File: config.mk
export PLATFORM = sky130hd
export DESIGN_NAME = dxm_mux_arb
export DESIGN_NICKNAME = d
export VERILOG_FILES = /design/src/rtl/dxm_mux_arb_pkg.sv /design/src/rtl/dxm_rr_pick.sv /design/src/rtl/dxm_mux_arb.sv
export SDC_FILE = /design/constraint.sdc
export NUM_CORES = 1
export LEC_CHECK = 0
export ABC_AREA = 1
export CAP_MARGIN = 20
export CELL_PAD_IN_SITES_DETAIL_PLACEMENT = 0
export CELL_PAD_IN_SITES_GLOBAL_PLACEMENT = 1
export CORE_ASPECT_RATIO = 1.2
export CORE_UTILIZATION = 37
export CTS_BUF_LIST = sky130_fd_sc_hd__clkbuf_4
export DETAILED_ROUTE_END_ITERATION = 10
export HOLD_SLACK_MARGIN = 0.15
export PLACE_DENSITY = 0.86
export SLEW_MARGIN = 40
export SYNTH_ARGS = -nofsm -noshare
export SYNTH_HDL_FRONTEND = slang
export SYNTH_SLANG_ARGS = --single-unit
File: constraint.sdc
create_clock -name clk -period 2.15 [get_ports clk]
set_input_delay 0.645 -clock clk [delete_from_list [all_inputs] [get_ports clk]]
set_output_delay 0.645 -clock clk [all_outputs]
set_load 0.01 [all_outputs]
File: src/rtl/dxm_mux_arb_pkg.sv
// dxm_mux_arb_pkg: shared state encodings, counter width and clog2 helper for the dxm arbiter
package dxm_mux_arb_pkg;
   localparam logic ARB_IDLE  = 1'b0;
   localparam logic ARB_GRANT = 1'b1;
   localparam int   TO_CNT_W  = 16;
   function automatic int clog2(input int v);
      int r;
      r = 0;
      while ((1 << r) < v) r++;
      return r;
   endfunction
endpackage

File: src/rtl/dxm_rr_pick.sv
// dxm_rr_pick: combinational rotate-priority picker, first set bit at or above ptr with wrap
module dxm_rr_pick import dxm_mux_arb_pkg::*; #(
   parameter int N = 4,
   parameter int W = 2
) (
   input  logic [N-1:0] cand,
   input  logic [W-1:0] ptr,
   output logic [N-1:0] win,
   output logic [W-1:0] idx,
   output logic         any
);
   // scan offsets from farthest to nearest so the nearest hit to ptr is the one kept
   always_comb begin
      idx = '0;
      any = 1'b0;
      for (int i = N - 1; i >= 0; i--) begin
         if (cand[(int'(ptr) + i) % N]) begin
            idx = W'((int'(ptr) + i) % N);
            any = 1'b1;
         end
      end
      win = any ? (N'(1) << idx) : '0;
   end
endmodule

File: src/rtl/dxm_mux_arb.sv
// dxm_mux_arb: round-robin grant holder driving the dxm_mux select; DXM_ARB_TIMEOUT_EN adds forced release
module dxm_mux_arb import dxm_mux_arb_pkg::*; #(
   parameter int NUM_REQ     = 4,
   parameter int SEL_W       = 2,
   parameter int TIMEOUT_CYC = 256
) (
   input  logic               clk,
   input  logic               rst_n,
   input  logic [NUM_REQ-1:0] req,
   input  logic               rel,
   output logic [NUM_REQ-1:0] gnt,
   output logic               gnt_valid,
   output logic [SEL_W-1:0]   sel,
   output logic               busy,
   output logic               timeout_err
);
   logic               state;
   logic               idle;
   logic [SEL_W-1:0]   ptr;
   logic [SEL_W-1:0]   nptr;
   logic [SEL_W-1:0]   pick_ptr;
   logic [SEL_W-1:0]   pick_idx;
   logic [NUM_REQ-1:0] cand;
   logic [NUM_REQ-1:0] pick_oh;
   logic               pick_any;
   logic               rel_now;
   logic               to_hit;
   logic               rls;

   assign idle     = (state == ARB_IDLE);
   assign busy     = !idle;
   assign nptr     = (sel == SEL_W'(NUM_REQ - 1)) ? '0 : sel + 1'b1;
   assign rel_now  = !idle && (rel || !req[sel]);
   assign rls      = rel_now || to_hit;
   // on handoff the releasing owner is masked so it can only win again from IDLE
   assign cand     = idle ? req : (req & ~(NUM_REQ'(1) << sel));
   assign pick_ptr = idle ? ptr : nptr;

   dxm_rr_pick #(.N(NUM_REQ), .W(SEL_W)) u_pick (
      .cand (cand),
      .ptr  (pick_ptr),
      .win  (pick_oh),
      .idx  (pick_idx),
      .any  (pick_any)
   );

   // grant from IDLE or hand off on release; sel keeps the last owner when going idle
   always_ff @(posedge clk or negedge rst_n) begin
      if (!rst_n) begin
         state     <= ARB_IDLE;
         ptr       <= '0;
         gnt       <= '0;
         gnt_valid <= 1'b0;
         sel       <= '0;
      end else if (idle ? pick_any : rls) begin
         if (!idle) ptr <= nptr;
         state     <= pick_any ? ARB_GRANT : ARB_IDLE;
         gnt       <= pick_oh;
         gnt_valid <= pick_any;
         if (pick_any) sel <= pick_idx;
      end
   end

`ifdef DXM_ARB_TIMEOUT_EN
   logic [TO_CNT_W-1:0] cnt;
   assign to_hit = !idle && !rel_now && (cnt == TO_CNT_W'(TIMEOUT_CYC - 1));
   // count held-grant cycles; any grant change or release restarts from zero
   always_ff @(posedge clk or negedge rst_n) begin
      if (!rst_n) begin
         cnt         <= '0;
         timeout_err <= 1'b0;
      end else begin
         cnt         <= (!idle && !rls) ? cnt + 1'b1 : '0;
         timeout_err <= to_hit;
      end
   end
`else
   assign to_hit      = 1'b0;
   assign timeout_err = 1'b0;
`endif
endmodule

==> impl_metrics.ini <==
[status]
outcome = completed

[clock_tree]
cts_tree = yes
clkTransAtPathRegs_ps = 60
cts.path.max_buffers = 2
cts-htree-levels = 1
clock-sinks = 9
cts_buffers = 3
root_buffer = clkbuf_4
clock_latency_ps = 250

[synth]
syn_nets = 138
synth.yosys.seq_area_share = 0.2687
syn_area_um2 = 838.3
ys_warn_count = 0
synth-edff-count = 0
yosys-top-cells-area = dfrtp_1 (27%), nand2_1 (21%), nand2_2 (7.5%)
muxShareOfSynthArea = 0
netlist.top_cell.by_area = dfrtp_1
synth_top_area_frac = 0.2687
synth-simple-area-share = 0.4687
synth_cells = 127
synth_compound_area_frac = 0.1015
ys.flop_type = dfrtp_1
async_flop_share = 1.000
synth.avg_cell_area_um2 = 6.601
synth-xor-area-share = 0
synth_top_family_by_area = simple AND/OR/NAND/NOR gates
synth_cell_types = 25
synth_fa_ha_area_frac = 0.05970
ys_ff_latch = 9

[global_routing]
grt_pass1_wl_mm = 3.029
grtUsageTotal = 0.1745
grt_pass1_vias = 710
grt_overflow = 0
antenna_found_initial = 0
grt_max_degree = 10

[timing]
max_freq_ghz = 0.4978
setup_viol = 0
hold_viol = 0
setup-tns-final_ps = 0
maxSlewViolCount = 0
finalClockSkew_ps = 3.404
finalCritPeriodShare = 0.9343
period_minus_slack_ps = 2009
hold_ws_ps = 481.6

[critical_path]
critPathKind = flip-flop to primary output
worst_path_max_delay_cell = clkdlybuf4s50_1
critPathMaxFanout = 5
cp.arrival_ps = 1360
start_kind = flip-flop
crit_required_ps = 1500
endpoint_kind = primary output
crit_family = buffers and inverters
slowest_delay_ps = 530
cp_num_buf_inv = 2
crit_path_cell_trace = buf_4 -> clkdlybuf4s50_1

[drt]
drc = 0
wirelength_mm = 1.935
routed_via_density = 4.615
initialDrtViolationCount = 16
wl_per_cell_um = 10.81
vias = 826
firstDrtPassIters = 4
ant_nets = 0

[floorplan]
rows = 18
ios = 16
start_util = 0.4002
die_h_um = 54.14
coreArea_mm2 = 0.002095
die_area_mm2 = 0.002461
die_w_um = 45.45

[final_layout]
layout_commonest_cell = nand2_1
finalNetCount = 161
final_cell_mix = nand2_1 (46), clkdlybuf4s50_1 (14), nand2_2 (12), inv_1 (11), dfrtp_1 (8)
drive_gt1_frac = 0.2752
area_delta_synth_final_pct = 32.24
finalNonFillerCells = 179
diodes = 0
fin_util = 0.5293

[placed_design]
dp.cells = 173
place.gp.congestion = 0.8393
dp_hpwl_mm = 1.462
numPortBuffers = 14

[worst_hold_path]
min_path_type = flip-flop to flip-flop

[job]
max-cap-violations = 0
## Yosys cell counts (2+ instances only)
cell,n
a21oi_1,4
nand2_2,10
nand2_4,2
nor2_1,5
o21ai_0,4
buf_4,2
nand3_1,6
dfrtp_1,9
nand4_1,3
o21ai_1,4
ha_1,4
nand2_1,48
nand3_2,3
inv_1,12
## area by class of cell
cell class	instances	area [um^2]
repair buffers	21	192.7
clock buffers	4	30.03
fillers	212	985.9
multi-input cells	101	566.8
inverters	14	55.05
well taps	30	37.54
flip-flops and latches	9	226.5
## kinds of logic (layout without fill, tap and decap cells)
| kind of cell | Yosys count | count (layout) |
|---|---|---|
| AND/OR/NAND/NOR | 81 | 81 |
| buffers and inverters | 17 | 39 |
| AO/OA/AOI/OAI | 15 | 15 |
| flip-flops | 9 | 9 |
| adder cells (fa/ha/maj) | 4 | 4 |
| other | 1 | 1 |
## routing by layer
metal / routed length (um) / share of wire / track usage / vias to the layer above
met2: 923 / 0.48 / 0.3000 / 17
li1: - / - / - / 443
met1: 898 / 0.46 / 0.2152 / 362
met5: 0 / 0 / 0 / -
met4: 32 / 0.017 / 0.06061 / 0
met3: 79 / 0.041 / 0.03020 / 4
## through the flow
step                      instance area [um^2]  setup slack (ps)
after floorplan                          838.3             137.5
after global placement                    1027            -95.33
after detailed placement                  1027            -123.6
after CTS                                 1057             134.5
after global routing                      1109            -7.456
final                                     1109             141.2
## sequential cells by signal, indices dropped and copies added, names as in the netlist
| signal | cells |
|---|---|
| gnt | 4 |
| ptr | 2 |
| gnt_valid | 1 |
| sel | 2 |
## repair_timing
action	4_1_cts	5_1_grt
buffers inserted	0	2
setup endpoints to repair	0	8
hold buffers	0	0
endpoints found under the hold margin	0	0
gates resized for setup	0	9
## worst reg2reg max path, delay by kind of cell (launching register included)
family,cells,cell delay (ps)
and+or+nand+nor,11,930
buffers and inverters,3,280
DFF,1,420
adders and majority gates,1,200
## path summary, 6_finish.rpt
check                                   start                  to  slack [ps]  cells after the start
setup / recovery           sel[0]$_DFFE_PN0P_              sel[0]         140                      2
hold / removal             gnt[3]$_DFFE_PN0P_  gnt[3]$_DFFE_PN0P_         480                      2
setup reg to reg           sel[0]$_DFFE_PN0P_  gnt[3]$_DFFE_PN0P_         210                     15
hold reg to reg            gnt[3]$_DFFE_PN0P_  gnt[3]$_DFFE_PN0P_         480                      2
max in group asynchronous               rst_n  sel[1]$_DFFE_PN0P_        1150                      1
min in group asynchronous               rst_n  gnt[1]$_DFFE_PN0P_         690                      1
Power is not shown: default switching activity piles up to over one toggle a cycle in this logic, so the estimate is an artifact.
